`config.mk`:
```
export PLATFORM = sky130hd
export DESIGN_NAME = cnt_down_timer_flat
export DESIGN_NICKNAME = d
export VERILOG_FILES = /design/src/rtl/cnt_down_timer_if.sv /design/src/rtl/cnt_down_timer.sv /design/src/flat_wrapper.sv
export SDC_FILE = /design/constraint.sdc
export NUM_CORES = 1
export LEC_CHECK = 0
export CAP_MARGIN = 10
export CORE_MARGIN = 3
export CORE_UTILIZATION = 45
export DETAILED_ROUTE_END_ITERATION = 10
export PLACE_DENSITY_LB_ADDON = 0.2
export SETUP_SLACK_MARGIN = 0.2
export SLEW_MARGIN = 20
export SYNTH_ARGS = -nofsm -noshare
export SYNTH_HDL_FRONTEND = slang
export SYNTH_SLANG_ARGS = --single-unit
```
`constraint.sdc`:
```
create_clock -name cnt_clk -period 3.1 [get_ports cnt_clk]
set_clock_uncertainty 0.15 [all_clocks]
set_input_delay 0.93 -clock cnt_clk [delete_from_list [all_inputs] [get_ports cnt_clk]]
set_output_delay 0.93 -clock cnt_clk [all_outputs]
set_load 0.01 [all_outputs]
```
`src/rtl/cnt_down_timer_if.sv`:
```
// Handshake and status bundle for cnt_down_timer.
// The master side drives load/start/enable/abort; the slave side is the timer.
interface cnt_down_timer_if #(
   parameter int unsigned CNT_WIDTH = 8
);
   logic                 cnt_load_valid;
   logic [CNT_WIDTH-1:0] cnt_load_val;
   logic                 cnt_load_ready;
   logic                 cnt_start;
   logic                 cnt_en;
   logic                 cnt_abort;
   logic [CNT_WIDTH-1:0] cnt_o;
   logic                 cnt_busy;
   logic                 cnt_done;

   modport master (
      output cnt_load_valid, cnt_load_val, cnt_start, cnt_en, cnt_abort,
      input  cnt_load_ready, cnt_o, cnt_busy, cnt_done
   );

   modport slave (
      input  cnt_load_valid, cnt_load_val, cnt_start, cnt_en, cnt_abort,
      output cnt_load_ready, cnt_o, cnt_busy, cnt_done
   );
endinterface

```
`src/rtl/cnt_down_timer.sv`:
```
// Loadable down-counting timer with a registered one-cycle terminal pulse.
// Define CNT_AUTO_RELOAD_EN to reload from the reload register at terminal count.
module cnt_down_timer #(
   parameter int unsigned CNT_WIDTH = 8
) (
   input  logic            cnt_clk,
   input  logic            cnt_rst_n,
   cnt_down_timer_if.slave bus
);

   typedef enum logic [1:0] {StIdle, StArmed, StRun} state_e;

   state_e               state_q, state_d;
   logic [CNT_WIDTH-1:0] cnt_q, cnt_d;
   logic [CNT_WIDTH-1:0] reload_q, reload_d;
   logic                 done_q, done_d;
   logic                 load_acc;

   assign load_acc = bus.cnt_load_valid && (state_q != StRun);

   always_comb begin
      state_d  = state_q;
      cnt_d    = cnt_q;
      reload_d = reload_q;
      done_d   = 1'b0;
      if (bus.cnt_abort) begin
         // Reload register survives an abort.
         state_d = StIdle;
         cnt_d   = '0;
      end else begin
         unique case (state_q)
            StIdle: begin
               if (load_acc) begin
                  cnt_d    = bus.cnt_load_val;
                  reload_d = bus.cnt_load_val;
                  state_d  = StArmed;
               end
            end
            StArmed: begin
               if (load_acc) begin
                  cnt_d    = bus.cnt_load_val;
                  reload_d = bus.cnt_load_val;
               end else if (bus.cnt_start) begin
                  if (cnt_q == '0) begin
                     state_d = StIdle;
                     done_d  = 1'b1;
                  end else begin
                     state_d = StRun;
                  end
               end
            end
            StRun: begin
               if (bus.cnt_en) begin
                  if (cnt_q > CNT_WIDTH'(1)) begin
                     cnt_d = cnt_q - CNT_WIDTH'(1);
                  end else if (cnt_q == CNT_WIDTH'(1)) begin
                     cnt_d  = '0;
                     done_d = 1'b1;
`ifdef CNT_AUTO_RELOAD_EN
                     if (reload_q == '0) state_d = StIdle;
`else
                     state_d = StIdle;
`endif
                  end else begin
`ifdef CNT_AUTO_RELOAD_EN
                     // Sitting at zero after a terminal pulse: restart the interval.
                     cnt_d  = (reload_q == '0) ? '0 : reload_q - CNT_WIDTH'(1);
                     done_d = (reload_q <= CNT_WIDTH'(1));
                     if (reload_q == '0) state_d = StIdle;
`else
                     state_d = StIdle;
`endif
                  end
               end
            end
            default: state_d = StIdle;
         endcase
      end
   end

   always_ff @(posedge cnt_clk or negedge cnt_rst_n) begin
      if (!cnt_rst_n) begin
         state_q  <= StIdle;
         cnt_q    <= '0;
         reload_q <= '0;
         done_q   <= 1'b0;
      end else begin
         state_q  <= state_d;
         cnt_q    <= cnt_d;
         reload_q <= reload_d;
         done_q   <= done_d;
      end
   end

   assign bus.cnt_o          = cnt_q;
   assign bus.cnt_busy       = (state_q == StRun);
   assign bus.cnt_load_ready = (state_q != StRun);
   assign bus.cnt_done       = done_q;

endmodule

```
`src/flat_wrapper.sv`:
```
// flat-port wrapper written by rule: the top's interface ports become plain ports
module cnt_down_timer_flat 
#(
   parameter int unsigned CNT_WIDTH = 8
)
  (cnt_clk, cnt_rst_n, bus_cnt_load_valid, bus_cnt_load_val, bus_cnt_start, bus_cnt_en, bus_cnt_abort, bus_cnt_load_ready, bus_cnt_o, bus_cnt_busy, bus_cnt_done);
  cnt_down_timer_if #(.CNT_WIDTH(CNT_WIDTH)) bus_i ();
  input  logic cnt_clk;
  input  logic cnt_rst_n;
  input wire logic [$bits(bus_i.cnt_load_valid)-1:0] bus_cnt_load_valid;
  input wire logic [$bits(bus_i.cnt_load_val)-1:0] bus_cnt_load_val;
  input wire logic [$bits(bus_i.cnt_start)-1:0] bus_cnt_start;
  input wire logic [$bits(bus_i.cnt_en)-1:0] bus_cnt_en;
  input wire logic [$bits(bus_i.cnt_abort)-1:0] bus_cnt_abort;
  output wire logic [$bits(bus_i.cnt_load_ready)-1:0] bus_cnt_load_ready;
  output wire logic [$bits(bus_i.cnt_o)-1:0] bus_cnt_o;
  output wire logic [$bits(bus_i.cnt_busy)-1:0] bus_cnt_busy;
  output wire logic [$bits(bus_i.cnt_done)-1:0] bus_cnt_done;
  assign bus_i.cnt_load_valid = bus_cnt_load_valid;
  assign bus_i.cnt_load_val = bus_cnt_load_val;
  assign bus_i.cnt_start = bus_cnt_start;
  assign bus_i.cnt_en = bus_cnt_en;
  assign bus_i.cnt_abort = bus_cnt_abort;
  assign bus_cnt_load_ready = bus_i.cnt_load_ready;
  assign bus_cnt_o = bus_i.cnt_o;
  assign bus_cnt_busy = bus_i.cnt_busy;
  assign bus_cnt_done = bus_i.cnt_done;
  cnt_down_timer #(.CNT_WIDTH(CNT_WIDTH)) u_core (.cnt_clk(cnt_clk), .cnt_rst_n(cnt_rst_n), .bus(bus_i));
endmodule
```
==> summary.txt <==
Run status
  – Status: complete, no violations

Logic synthesis
  – Top cell type's share of synthesized area: roughly a third
  – Synth Flop Type: dfrtp_1
  – Mapped Avg Cell Area: ~8.8 sq um
  – Area contributors post-synth: dfrtp_1 33%, ha_1 9.1%, o21ai_0 6.7%
  – Synth Area in Compound Gates: about a quarter
  – Post-synthesis xor/xnor area fraction: 0%
  – YS warnings: 0
  – Synth Area in Simple Gates: between 20% and 30%
  – Syn Nets: approximately 110
  – Cells after synthesis: 94
  – Largest family of logic cells by synthesized area: simple AND/OR/NAND/NOR gates
  – Post-synthesis adder-cell area fraction: between 9 and 10%
  – Synth unique cells: 33
  – Register bit count reported by yosys: 11
  – Post-synth top area cell: dfrtp_1
  – Post-synth EDFFs: 0
  – Seq/Total Area, Yosys: 33.4%
  – Asr flop ratio synth: between 90% and 100%
  – Synth top cells by count: 14 x nor2_1, 11 x dfrtp_1, 11 x o21ai_0
  – Most frequent cell after synthesis: nor2_1
  – Multiplexer share of the synthesized area: between 2 and 3%
  – Synthesized area: a little over 800 sq um

Setup path
  – Type of the worst setup path: reg2out
  – R2R Path End: u_core.bus.cnt_o[2]
  – CP max FO: 9
  – Critical path launch point: u_core.state_q[0]
  – Worst R2R Setup Slack: 650 ps
  – Setup crit end kind: output pin
  – CP Capture Point: bus_cnt_load_ready
  – WP data arrival: ~1600 ps
  – CP peak stage delay: approximately 550 ps
  – Crit path top cell by count: inv_1
  – Startpoint Class: flip-flop
  – CP Data Required Time: approximately 2000 ps
  – Reg2Reg Launch Point: u_core.bus.cnt_o[0]
  – Critical-path cell list: inv_1 -> ha_2 -> inv_1 -> clkdlybuf4s50_1
  – Crit path max-delay cell type: clkdlybuf4s50_1
  – Worst reg-to-reg path cell count: 8

Pwr
  – PwrDens: a little under 800 nW/um^2
  – Leak: 0.442 nW
  – Worst IR drop on VDD: about 0.44 mV
  – PnR Total Power: about 0.00089 W

Layout
  – # diodes: 0
  – Fin nets: between 100 and 150
  – Final Util: 69.6%
  – Area grow syn2layout: 36.2%
  – Non-filler cells, final: 146
  – Layout cell share with drive strength beyond 1: between 10% and 20%

STA
  – Final Cycle Share: a little under 90%
  – Pins Over Slew Limit: 0
  – RSZ-0062 raised after global routing: no
  – Slew HR: between 60 and 70%
  – F_max: 0.368 GHz
  – Setup TNS: 0 ps
  – Final setup viols: 0
  – Fin worst setup slack: ~380 ps
  – Hold Violations, Final: 0
  – Worst slew pin tran: 549 ps
  – Tmin final: ~2700 ps

Place
  – Pre-CTS setup slack: 411 ps
  – Half-perimeter wire length after placement: around 1500 um
  – Dpl cells: approximately 140
  – Routability Congestion: between 0.7 and 0.8
  – I/O Buffers: 24

Floorplanning
  – Cell Rows: 14
  – Number of I/O pins: 25
  – Die Wd: about 49 um
  – Starting Density: between 50% and 60%
  – Core ar.: 1610 sq um
  – Die height: ~50 um
  – Die ar.: 2380 sq um

Clock tree
  – Total CTS buffers: 3
  – Clock-pin slew on the worst setup and hold paths: roughly 80 ps
  – Clk root buf: clkbuf_4
  – Hold_buf cts: 0
  – Postcts setup bufs: 0
  – Worst-Skew Late Latency: ~280 ps
  – H-tree lvl count: 1
  – Post-cts sizing count: 0
  – CTS Sinks: 11
  – Maximum clock insertion buffer count: 2
  – CTS tree: done

Global route
  – Met3 usage: under 10%
  – GR Util met1: a little under a quarter
  – Total track usage: 18.3%
  – First-pass GRT wire length: approximately 3500 um
  – Pin count of the biggest net entering global routing: 17
  – GR Util met2: 29.9%
  – Remaining Overflow, GRT: 0
  – Vias in the first global route: approximately 760
  – Top Usage Layer GRT: met2
  – Initial antenna violation count: 0

Drt
  – Detailed Routing Iterations Pass 1: 5
  – DR WL/cell: 13.4 um
  – DRC Markers: 0
  – Drt initial violations: 35
  – Final WL: 1950 um
  – Post-route ant nets: 0
  – DR vias: 823
  – Vias per cell: 5.64

Job
  – Max Cap Viol: 0

Worst hold path
  – Hold crit path type: reg2reg
## critical path: cells and delay by family (launching register included)
kind | cells | cell delay [ps]
buf+inv | 3 | 740
flops | 1 | 380
fa+ha+maj | 1 | 240
## cell type report
| cell class | count | area (sq um) |
|---|---|---|
| Fill cell | 140 | 490 |
| Sequential cell | 11 | 275 |
| Inverter | 6 | 22.5 |
| Clock buffer | 4 | 26.3 |
| Multi-Input combinational cell | 75 | 512 |
| Timing Repair Buffer | 26 | 255 |
| Tap cell | 24 | 30.0 |
## metrics by stage
step,instance area [sq um],hold slack (ps)
3_5_place_dp,1090,382
5_1_grt,1120,417
6_report,1120,408
3_3_place_gp,1090,378
4_1_cts,1120,400
2_1_floorplan,823,350
## cells by family (layout without fill, tap and decap cells)
kind of cell | count (synthesis) | in the layout
AO/OA/AOI/OAI | 29 | 29
adder cells (fa/ha/maj) | 6 | 6
buffers and inverters | 8 | 36
flip-flops | 11 | 11
multiplexers | 2 | 2
AND/OR/NAND/NOR | 38 | 38
## layer usage
layer / routed length (um) / share of wire (%)
met1: 876 / 45
met2: 921 / 47
met5: 0 / 0
met4: 19 / 0.97
met3: 135 / 6.9
## state kept, by name (all words and copies together) (netlist names)
| register | cells |
|---|---|
| u_core.bus.cnt_done | 1 |
| u_core.bus.cnt_o | 8 |
| u_core.state_q | 2 |
## power by group
part / internal, W / leakage, nW / switching (W)
combinational: 0.000262 / 0.285 / 0.000265
clock: 0.0000500 / 0.0150 / 0.0000515
sequential: 0.000195 / 0.143 / 0.0000684
## how the worst min path moves through the flow
stage,startpoint,end,slack [ps],cells past startpoint
4_1_cts,u_core.state_q[1],u_core.state_q[1],400,1
2_1_floorplan,u_core.state_q[0],u_core.state_q[0],350,1
5_1_grt,u_core.state_q[1],u_core.state_q[1],420,1
6_report,u_core.state_q[1],u_core.state_q[1],410,1
3_3_place_gp,u_core.state_q[1],u_core.state_q[1],380,1
3_5_place_dp,u_core.state_q[1],u_core.state_q[1],380,1
## placed cells by master (no fill, tap or decap), types with 2 or more instances in the layout
| cell | instances |
|---|---|
| a21oi_1 | 8 |
| buf_4 | 2 |
| clkbuf_4 | 3 |
| clkdlybuf4s50_1 | 24 |
| dfrtp_1 | 11 |
| ha_1 | 5 |
| inv_1 | 6 |
| nand2_1 | 4 |
| nand2b_1 | 2 |
| nor2_1 | 14 |
| nor2b_1 | 3 |
| nor3_1 | 3 |
| nor3b_1 | 3 |
| o21ai_0 | 11 |
| or4_1 | 2 |
(Power assumes the default switching activity.)
